**config.mk**
```make
export PLATFORM = sky130hd
export DESIGN_NAME = store_buffer
export DESIGN_NICKNAME = d
export VERILOG_FILES = /design/src/rtl/brisc_pkg.sv /design/src/rtl/store_buffer.sv
export SDC_FILE = /design/constraint.sdc
export NUM_CORES = 1
export LEC_CHECK = 0
export CAP_MARGIN = 20
export CORE_UTILIZATION = 60
export DETAILED_ROUTE_END_ITERATION = 8
export DONT_BUFFER_PORTS = 1
export PLACE_DENSITY = 0.72
export SETUP_SLACK_MARGIN = 0.02
export SKIP_CTS_REPAIR_TIMING = 1
export SLEW_MARGIN = 20
export SYNTH_ARGS = -nofsm -noshare
export SYNTH_HDL_FRONTEND = slang
export SYNTH_SLANG_ARGS = --single-unit
export TNS_END_PERCENT = 30
```
**constraint.sdc**
```tcl
create_clock -name clk -period 24.7 [get_ports clk]
set_clock_uncertainty 0.15 [all_clocks]
set_input_delay 6.175 -clock clk [delete_from_list [all_inputs] [get_ports clk]]
set_output_delay 6.175 -clock clk [all_outputs]
set_load 0.02 [all_outputs]
```
**src/rtl/brisc_pkg.sv**
```systemverilog
// Shared types and default sizes for the brisc memory stage.
package brisc_pkg;

  localparam int XLEN            = 32;
  localparam int ADDRESS_WIDTH   = 32;
  localparam int NUM_STB_ENTRIES = 4;

  typedef enum logic [1:0] {
    OTHER    = 2'd0,
    IS_STORE = 2'd1,
    IS_LOAD  = 2'd2
  } stb_ctrl_e;

  typedef enum logic {
    B = 1'b0,
    W = 1'b1
  } data_size_e;

  typedef enum logic {
    NO_XCPT       = 1'b0,
    MEM_UNALIGNED = 1'b1
  } xcpt_e;

endpackage

```
**src/rtl/store_buffer.sv**
```systemverilog
// Circular store buffer between the memory stage and the data cache, with
// store-to-load forwarding from the youngest matching entry.
module store_buffer
  import brisc_pkg::*;
#(
  parameter int NUM_ENTRIES   = NUM_STB_ENTRIES,
  parameter int XLEN          = brisc_pkg::XLEN,
  parameter int ADDRESS_WIDTH = brisc_pkg::ADDRESS_WIDTH
) (
  input  logic                     clk,
  input  logic                     rst_n,
  input  logic                     req_valid_i,
  input  stb_ctrl_e                req_ctrl_i,
  input  logic [ADDRESS_WIDTH-1:0] req_addr_i,
  input  logic [XLEN-1:0]          req_data_i,
  input  data_size_e               req_size_i,
  input  logic                     flush_i,
  output logic                     stall_o,
  output xcpt_e                    xcpt_o,
  output logic                     fwd_hit_o,
  output logic [XLEN-1:0]          fwd_data_o,
  output logic                     drain_valid_o,
  output logic [ADDRESS_WIDTH-1:0] drain_addr_o,
  output logic [XLEN-1:0]          drain_data_o,
  output data_size_e               drain_size_o,
  input  logic                     drain_ready_i,
  output logic                     empty_o,
  output logic                     full_o
);

  localparam int PTR_W = $clog2(NUM_ENTRIES);
  localparam int CNT_W = PTR_W + 1;
  localparam logic [CNT_W-1:0] FULL_CNT = CNT_W'(NUM_ENTRIES);

  logic [ADDRESS_WIDTH-1:0] addr_q [NUM_ENTRIES];
  logic [XLEN-1:0]          data_q [NUM_ENTRIES];
  data_size_e               size_q [NUM_ENTRIES];
  logic [NUM_ENTRIES-1:0]   valid_q, valid_d;
  logic [PTR_W-1:0]         head_q, head_d, tail_q, tail_d;
  logic [CNT_W-1:0]         count_q, count_d;

  logic unaligned, is_store, is_load, push, pop;
  logic hit_found, fwd_ok, conflict;
  logic [PTR_W-1:0] hit_idx;
  logic [XLEN-1:0]  shifted;

  assign empty_o = (count_q == '0);
  assign full_o  = (count_q == FULL_CNT);

  assign unaligned = req_valid_i && (req_size_i == W) && (req_addr_i[1:0] != 2'b00) &&
                     ((req_ctrl_i == IS_STORE) || (req_ctrl_i == IS_LOAD));
  assign xcpt_o    = unaligned ? MEM_UNALIGNED : NO_XCPT;
  assign is_store  = req_valid_i && (req_ctrl_i == IS_STORE) && !unaligned;
  assign is_load   = req_valid_i && (req_ctrl_i == IS_LOAD) && !unaligned;

  // Drain handshake: the head entry transfers on any cycle with
  // drain_valid_o && drain_ready_i; drain_valid_o never looks at drain_ready_i.
  // A pending load holds the cache port unless flush_i forces the drain.
  assign drain_valid_o = !empty_o && (flush_i || !req_valid_i || (req_ctrl_i != IS_LOAD));
  assign pop           = drain_valid_o && drain_ready_i;
  assign drain_addr_o  = empty_o ? '0 : addr_q[head_q];
  assign drain_data_o  = empty_o ? '0 : data_q[head_q];
  assign drain_size_o  = empty_o ? B  : size_q[head_q];

  // Walk entries oldest to youngest so the last match left standing is the youngest.
  always_comb begin
    logic [PTR_W-1:0] idx;
    hit_found = 1'b0;
    hit_idx   = '0;
    idx       = head_q;
    for (int i = 0; i < NUM_ENTRIES; i++) begin
      idx = head_q + PTR_W'(i);
      if (valid_q[idx] && (addr_q[idx][ADDRESS_WIDTH-1:2] == req_addr_i[ADDRESS_WIDTH-1:2])) begin
        hit_found = 1'b1;
        hit_idx   = idx;
      end
    end
  end

  // A word entry can serve any load; a byte entry serves only an identical byte load.
  assign fwd_ok    = (size_q[hit_idx] == W) ||
                     ((req_size_i == B) && (addr_q[hit_idx] == req_addr_i));
  assign conflict  = is_load && hit_found && !fwd_ok;
  assign fwd_hit_o = is_load && hit_found && fwd_ok;

  always_comb begin
    shifted    = data_q[hit_idx] >> {req_addr_i[1:0], 3'b000};
    fwd_data_o = '0;
    if (fwd_hit_o) begin
      if (req_size_i == W) begin
        fwd_data_o = data_q[hit_idx];
      end else if (size_q[hit_idx] == W) begin
        fwd_data_o = {{(XLEN-8){1'b0}}, shifted[7:0]};
      end else begin
        fwd_data_o = {{(XLEN-8){1'b0}}, data_q[hit_idx][7:0]};
      end
    end
  end

  assign stall_o = (is_store && full_o && !pop) || (flush_i && !empty_o) || conflict;
  assign push    = is_store && !stall_o;

  always_comb begin
    valid_d = valid_q;
    head_d  = head_q;
    tail_d  = tail_q;
    count_d = count_q;
    if (pop) begin
      valid_d[head_q] = 1'b0;
      head_d          = head_q + 1'b1;
    end
    if (push) begin
      valid_d[tail_q] = 1'b1;
      tail_d          = tail_q + 1'b1;
    end
    case ({push, pop})
      2'b10:   count_d = count_q + 1'b1;
      2'b01:   count_d = count_q - 1'b1;
      default: count_d = count_q;
    endcase
  end

  always_ff @(posedge clk or negedge rst_n) begin
    if (!rst_n) begin
      valid_q <= '0;
      head_q  <= '0;
      tail_q  <= '0;
      count_q <= '0;
    end else begin
      valid_q <= valid_d;
      head_q  <= head_d;
      tail_q  <= tail_d;
      count_q <= count_d;
    end
  end

  always_ff @(posedge clk) begin
    if (push) begin
      addr_q[tail_q] <= req_addr_i;
      data_q[tail_q] <= req_data_i;
      size_q[tail_q] <= req_size_i;
    end
  end

endmodule

```
== Word level (Yosys, flattened, before mapping) ==
Memories as Yosys holds them, arrays and structs flattened.
Index checks and enable logic that the tools add are counted.
Storage, ports and cells
  word-level logic and storage cells: 106
  output and inout port bits: 103
  flip-flop bits (word level): 11
  bits of input ports: 72
  RAM bits: 260
  memories: 3
Memories
  addr_q: words 4, bits a word 32, rd ports 5, clocked after memory_dff 0, write ports 1, line store_buffer.sv:35  | logic [ADDRESS_WIDTH-1:0] addr_q [NUM_ENTRIES];
  data_q: words 4, bits a word 32, rd ports 2, clocked after memory_dff 0, write ports 1, line store_buffer.sv:36  | logic [XLEN-1:0] data_q [NUM_ENTRIES];
  size_q: words 4, bits a word 1, rd ports 2, clocked after memory_dff 0, write ports 1, line store_buffer.sv:37  | data_size_e size_q [NUM_ENTRIES];
Cells by class
  magnitude comparators: 7
  multiplexer cells: 32
  reduce and logical (&&, ||, !) cells: 38
  eq/ne operators: 11
  shifts and indexed selects: 1
  add/sub/neg operators: 6
  bitwise logic cells: 4
Operators by type and width (number)
  $mux 32: 4
  $eq 30x30->1: 4
  $eq 32x32->1: 1
  $shr 32x5->8: 1
  $logic_and 1x1->1: 23
  $lt 2x3->1 const B: 5
  $mux 1: 14
  $bmux 1 s2: 4
  $mux 2: 4
  $mux 4: 2
  $mux 8: 1
  $logic_not 1->1: 6
  $logic_or 1x1->1: 6
  $pmux 3 s2: 1
  $add 2x1->2 const B: 2
  $add 2x2->2 const B: 2
  $and 4x4->4: 1
  $demux 1 s2: 2
  $eq 2x1->1 const B: 2
  $eq 2x2->1 const B: 2
  $ge 2x1->1 const B: 2
  $not 4->4: 1
  $or 4x4->4: 1
  $reduce_bool 2->1: 2
  other kinds (6): 6

== Logic depth before layout (Yosys ltp) ==
Gate-level depths: netlist of the first run.
An unclocked memory read counts as a cell.
  word-level depth: 18
  gate-level depth with buffers: 39
  gate-level depth less buffers: 23

== Least setup slack after synthesis of the first run ==
Ideal clock, no wire load.
  path kind: in2out
  from: input req_addr_i[29]
  to: output fwd_data_o[0]
  stages on the path: 19
  path slack: 7746 ps
  path buffers: 3
  data required time: 18375 ps
  arrival: 10629 ps
  path through: clkbuf_1 -> nand2b_1 -> nor2_1 -> a2111o_1 -> a2111oi_0 -> and4_1 -> buf_2 -> nand2_2 -> a31oi_1 -> nand3_2 -> mux4_2 -> a21boi_0 -> nor4_1 -> nand4_1 -> nor4_1 -> or3b_4 -> a21oi_2 -> buf_2 -> o311a_1
On the way
  cells in the longest elaborated chain, start to end: 12
  elaborated cells on any way between the ends: 28
  classes of those cells: 5 x eq/ne; 1 x shift; 11 x mux; 8 x reduce/logical; 3 x memory
RTL lines
  start, declared: line store_buffer.sv:14  | input logic [ADDRESS_WIDTH-1:0] req_addr_i,
  $eq 30x30->1: line store_buffer.sv:73  | if (valid_q[idx] && (addr_q[idx][ADDRESS_WIDTH-1:2] == req_addr_i[ADDRESS_WIDTH-1:2])) begin
  $logic_and 1x1->1: line store_buffer.sv:73
  $mux 2 (4 in a row): line store_buffer.sv:73
  $mem_v2 4x32
  $eq 32x32->1: line store_buffer.sv:82  | ((req_size_i == B) && (addr_q[hit_idx] == req_addr_i));
  $logic_and 1x1->1: line store_buffer.sv:82
  $logic_or 1x1->1: line store_buffer.sv:81  | assign fwd_ok = (size_q[hit_idx] == W) ||
  $logic_and 1x1->1 *: line store_buffer.sv:84  | assign fwd_hit_o = is_load && hit_found && fwd_ok;
  via fwd_hit_o: line store_buffer.sv:20  | output logic fwd_hit_o,
  $mux 32 *: line store_buffer.sv:89  | if (fwd_hit_o) begin
  end, declared: line store_buffer.sv:21  | output logic [XLEN-1:0] fwd_data_o,
The timed path passes the listed nets; every way through them passes the cells marked *.

== Final worst setup path of the first run ==
  from: input req_addr_i[23]
  to: output fwd_data_o[21]
The elaborated chain is that of the path after synthesis.

==> reports/metrics.cfg, run 1 <==
[status]
outcome=finished, final reports clean

[synthesis]
syn_inst=1698
synth-edff-count=260
synth.distinct_cells=103
synth_ff_type=edfxtp_1
syn-num-nets=1782
ys_ff_latch=271
seq_area_frac_synth=0.4038
syn_area_mm2=0.02002
ys_async_sr_fraction=0.04059
yosysWarnings=0
syn_area_per_cell_um2=11.79

[clock_tree]
clk_pin_slew_worst_paths_ps=60
htree_num_levels=1
cts_tree=built
cts-root-buf=clkbuf_16
clock_sinks=271
clock_latency_ps=600
cts_inserted_buffers=30
clockBufferDepth=3

[route]
via_per_inst=7.474
drc=0
antenna_left=0
routed-via-count=15448
wl_per_cell_um=32.48
drtIter0Drc=1816
first_pass_iters=6
drt-total-wl_um=67130

[setup_path]
crit_type=in2out
r2r_cells=22
endpoint_kind=primary output
crit_fanout=89
critPathLaunchType=input pin
required_ps=18380
crit_arrival_ps=12300

[die]
die_h_um=184.7
io_pins=175
initial_utilization=0.6122
die_area_mm2=0.03410
rows=66
core_mm2=0.03270
die_w_um=184.7

[cells_and_area]
finish.utilization=0.6436
syn_to_final_growth_pct=5.138
nets=1687
drive_above_1_share=0.1785
final_cell_mix=edfxtp_1, mux2i_1, mux4_2, nand2_1, xnor2_1
antennaDiodeCount=0
layout_commonest_cell=edfxtp_1
fillers=2506

[sta]
fin_crit_sh=0.7542
min_period_ps=18630
relSlewSlack=0.2253
setup_violations=0
hold_viol=0
setup_tns_ps=0
tightest_slew_ps=1155
final_max_slew_viol_count=0
fmax_ghz=0.05368
rsz0062_at_grt=no

[power_and_ir_drop]
leakagePower_uw=0.006978
powerDensity_mw_per_mm2=111.9
vdd.ir_drop.worst_mv=0.07613
total_power_uw=2354

[min_path]
hp-class=reg2reg
hold_depth=1

[global_route]
grt_overflow=0
antenna_found_initial=0
grt_max_degree=90
grt_pass1_wl_um=97630
groute.usage.overall=0.3943
grt_pass1_vias=14498

[placement]
portBuffers=0
dp_hpwl_um=46770
gp_congestion=1.059

[flow_run]
cap_violations=0

-- power breakdown --
part	total (uW)	leakage, uW	switching, uW	internal (uW)
Sequential	590	0.00248	60.9	529
Combinational	1270	0.00398	761	514
Clock	490	0.000517	194	296
-- critical path: stages --
cell and delay, ps:
inv_1 110, nor3_1 70, a2111o_1 430, a2111oi_0 840, and4_1 500, nand2_2 90, a31oi_1 510, and3_4 390
buf_4 740, a41o_1 260, nand3_1 70, o21ai_0 80, nand4_1 120, nor4_1 320, or3b_4 450, a21oi_4 640
and3_1 420
-- cells in the mapped netlist, types with 6 or more instances --
| cell | n | area (um^2) |
|---|---|---|
| nor3_1 | 12 | 60.06 |
| o211ai_1 | 11 | 82.58 |
| nor2_1 | 86 | 322.8 |
| o2111ai_1 | 7 | 61.31 |
| nand2_1 | 109 | 409.1 |
| o221a_2 | 7 | 78.83 |
| dfrtp_1 | 11 | 275.3 |
| nor2b_1 | 64 | 400.4 |
| inv_1 | 27 | 101.4 |
| a221oi_1 | 6 | 52.55 |
| buf_6 | 23 | 259.0 |
| a21oi_1 | 44 | 220.2 |
| edfxtp_1 | 260 | 7807 |
| o21ai_0 | 45 | 225.2 |
| nand2b_1 | 14 | 87.58 |
| buf_4 | 11 | 82.58 |
| and3_1 | 42 | 262.8 |
| o31ai_1 | 6 | 45.04 |
| a31oi_1 | 15 | 93.84 |
| mux4_2 | 115 | 2590 |
| o22ai_1 | 26 | 162.7 |
| xnor2_1 | 105 | 919.6 |
| nand4_1 | 22 | 137.6 |
| o221ai_1 | 33 | 289.0 |
| nand3_1 | 24 | 120.1 |
| buf_2 | 30 | 150.1 |
| a211oi_1 | 25 | 187.7 |
| mux2i_1 | 151 | 1511 |
| a22oi_1 | 10 | 75.07 |
| xor2_1 | 11 | 96.34 |
| ha_1 | 11 | 137.6 |
| o311a_1 | 7 | 70.07 |
| and2_1 | 17 | 106.4 |
| nor4_1 | 11 | 68.82 |
| buf_1 | 16 | 60.06 |
| nand4b_1 | 6 | 52.55 |
| mux2_2 | 56 | 630.6 |
| clkbuf_1 | 66 | 247.7 |
| or3_1 | 7 | 43.79 |
| a22o_1 | 11 | 96.34 |
-- sequential cells by signal (all words and copies together) (netlist names) --
| name | count |
|---|---|
| head_q | 2 |
| tail_q | 2 |
| count_q | 3 |
| size_q | 4 |
| addr_q | 128 |
| valid_q | 4 |
| data_q | 128 |
-- final timing paths --
check	slack [ps]	from	end
max	6070	req_addr_i[23]	fwd_data_o[21]
min	360	count_q[0]	count_q[0]
max reg2reg	13150	head_q[1]	addr_q[2][18]
min reg2reg	360	count_q[0]	count_q[0]
max in group asynchronous	19200	rst_n	head_q[0]
min in group asynchronous	5110	rst_n	count_q[2]
-- area by class of cell --
type	instances	area, um^2	area share
Multi-Input combinational cell	1249	11070	0.5259
Sequential cell	271	8090	0.3844
Clock buffer	36	773.2	0.03674
Tap cell	442	553.0	0.02628
Clock inverter	18	285.3	0.01355
Timing Repair Buffer	23	172.7	0.008204
Inverter	28	105.1	0.004993
-- per-layer routing --
layer  vias to the layer above  global-route usage  part of all wire
li1                       6531                   -                 -
met1                      7696              0.5233              0.38
met2                      1041              0.6075              0.45
met3                       180             0.08496              0.10
met4                         0              0.2099             0.060
met5                         -                   0                 0
-- stage by stage --
| step | setup slack, ps | area, um^2 | cells | hold WS (ps) |
|---|---|---|---|---|
| 6_report | 6072 | 21050 | 2067 | 363.6 |
| 5_1_grt | 5812 | 21050 | 2067 | 396.1 |
| 4_1_cts | 5785 | 21040 | 2067 | 367.2 |
| 3_5_place_dp | 5818 | 19980 | 2013 | 356.1 |
| 3_3_place_gp | 6023 | 19980 | 2013 | 342.8 |
| 2_1_floorplan | 7746 | 20020 | 1698 | 307.0 |
-- kinds of logic after synthesis --
kind of cell    share of synthesized area
buf+inv                           0.04669
mux                                0.2377
simple gates                       0.1202
flops                              0.4037
xor+xnor                          0.05075
compound gates                     0.1331
fa+ha+maj                        0.007875
(Power assumes the default switching activity.)
==> run 2: changes to the inputs <==
--- a/config.mk
+++ b/config.mk
@@ -6,10 +6,10 @@
 export NUM_CORES = 1
 export LEC_CHECK = 0
 export CAP_MARGIN = 20
-export CORE_UTILIZATION = 60
+export CORE_UTILIZATION = 59
 export DETAILED_ROUTE_END_ITERATION = 8
 export DONT_BUFFER_PORTS = 1
-export PLACE_DENSITY = 0.72
+export PLACE_DENSITY = 0.74
 export SETUP_SLACK_MARGIN = 0.02
 export SKIP_CTS_REPAIR_TIMING = 1
 export SLEW_MARGIN = 20
==> constraint.sdc (replaced) <==
create_clock -name clk -period 16.35 [get_ports clk]
set_clock_uncertainty 0.15 [all_clocks]
set_input_delay 4.0875 -clock clk [delete_from_list [all_inputs] [get_ports clk]]
set_output_delay 4.0875 -clock clk [all_outputs]
set_load 0.02 [all_outputs]
==> run 2 against run 1 <==
- non-clock buffer count unchanged
- combinational power grew 53%
- sequential power grew 48%
- critical endpoint is now fwd_data_o[5]
- largest power group unchanged
==> reports/metrics.cfg, run 2 (synthesis results as in run 1) <==
[power_and_ir_drop]
powerDensity_mw_per_mm2=166.8
vdd.ir_drop.worst_mv=0.1658
power_switching_uw=1510
p_int_uw=1995
p_comb_frac=0.553
total_power_uw=3505
leakagePower_uw=0.006952
seq_power_share=0.249
switching_share=0.4308
clockPowerShare=0.198

[setup_path]
cp_slowest_cell=a21oi_2
crit_fanout=33
reg2reg_from=head_q[0]
critPathLaunchType=input pin
required_ps=12110
slowest_delay_ps=820
r2r_cells=19
cp_cell_sequence=inv_1 > nor3_1 > a2111o_1 > a2111oi_0 > and4_1 > nand2_2 > a31oi_1 > nand3_2 > mux4_2 > a21boi_0 > nor4_1 > nand4_1 > nor4_1 > or3b_4 > a21oi_2 > o311a_1
reg2reg_to=addr_q[1][15]
crit_family=compound AO/OA/AOI/OAI gates
crit_type=in2out
endpoint_kind=primary output
path_common_cell=nor4_1
crit_start=req_addr_i[23]
crit_arrival_ps=10720
regToRegSetupSlack_ps=6020
crit_buf_inv=1

[global_route]
antenna_found_initial=1
grt_pass1_wl_um=95100
grt_max_degree=73
grt_overflow=0
grt_pass1_vias=14402
groute.usage.overall=0.3793

[cells_and_area]
syn_to_final_growth_pct=4.963
final_cell_mix=edfxtp_1, mux2i_1, mux4_2, nand2_1, xnor2_1
layout_commonest_cell=edfxtp_1
drive_above_1_share=0.1778
finish.utilization=0.6282
largestRegisters=addr_q x128, data_q x128
antennaDiodeCount=0
nets=1686

[die]
io_pins=175
die_w_um=186.2
initial_utilization=0.5985
die_area_mm2=0.03467
die_h_um=186.2
core_mm2=0.03345
rows=67

[flow_run]
cap_violations=0

[clock_tree]
clock_sinks=271
clk_pin_slew_worst_paths_ps=60
clockBufferDepth=3
cts-root-buf=clkbuf_16
cts_tree=built
cts_inserted_buffers=29
clock_latency_ps=600
htree_num_levels=1

[route]
drc=0
routed-via-count=15345
via_per_inst=7.402
drt-total-wl_um=65620
first_pass_iters=5
drtIter0Drc=1933
antenna_left=0
wl_per_cell_um=31.65

[sta]
fin_crit_sh=0.9149
tightest_slew_ps=1133
relSlewSlack=0.2400
setup_slack_ps=1392
rsz0062_at_grt=no
final_max_slew_viol_count=0
fmax_ghz=0.06685
min_period_ps=14960
hold_viol=0
setup_violations=0
setup_tns_ps=0
timing.hold.ws_ps=365.0

[min_path]
hold_depth=1
hp-class=reg2reg
hold-path-endpoint=count_q[2]
min-delay-start=count_q[2]

[placement]
gp_congestion=1.046
preCtsSetupSlack_ps=1723
dp_hpwl_um=46780
portBuffers=0

[status]
outcome=finished, final reports clean

==> run 2: cell count changes in the layout (fill, tap and decap cells not counted), sizes merged <==
cell      delta
inv          +1
bufinv       -2
clkinvlp     +2
clkinv       -2
clkbuf       +1
==> run 2: area by class of cell <==
| cell class | instances | area [um^2] |
|---|---|---|
| clock buffers | 37 | 765.7 |
| clock inverters | 17 | 225.2 |
| flip-flops and latches | 271 | 8090 |
| well taps | 448 | 560.5 |
| inverters | 28 | 105.1 |
| repair buffers | 23 | 205.2 |
| fillers | 2557 | 12440 |
| multi-input cells | 1249 | 11060 |
==> run 2: layer usage <==
layer	global-route usage	wire (um)	vias to the layer above	share of wire
met4	0.1843	3639	0	0.055
met1	0.5004	25100	7737	0.38
li1	-	-	6510	-
met3	0.08255	6700	163	0.10
met5	0	0	-	0
met2	0.5966	30180	935	0.46
==> run 2: worst register-to-register path: cells and delay by family, from the launching register on <==
kind	cells	cell delay, ps
mux	2	1160
flops	1	770
xor+xnor	1	180
buf+inv	3	2270
simple gates	10	4170
compound gates	3	1220
==> run 2: worst max path at each step <==
stage / endpoint / cells after the start / slack (ps)
6_report: fwd_data_o[5] / 16 / 1390
3_3_place_gp: fwd_data_o[2] / 16 / 1890
4_1_cts: fwd_data_o[5] / 16 / 1680
2_1_floorplan: fwd_data_o[0] / 19 / 3570
3_5_place_dp: fwd_data_o[5] / 16 / 1720
5_1_grt: fwd_data_o[5] / 16 / 1070
==> run 2: power groups by stage <==
stage | Sequential (uW) | Clock [uW] | Combinational (uW)
after floorplan | 834 | 0 | 1590
after global placement | 881 | 0 | 1900
after detailed placement | 883 | 0 | 1910
after CTS | 869 | 695 | 1920
after global routing | 876 | 719 | 2040
final | 871 | 694 | 1940
==> run 2: metrics by stage <==
step / cells / cell area (um^2)
6_report: 2073 / 21010
5_1_grt: 2073 / 21010
4_1_cts: 2072 / 20990
3_5_place_dp: 2018 / 19990
3_3_place_gp: 2018 / 19990
2_1_floorplan: 1698 / 20020
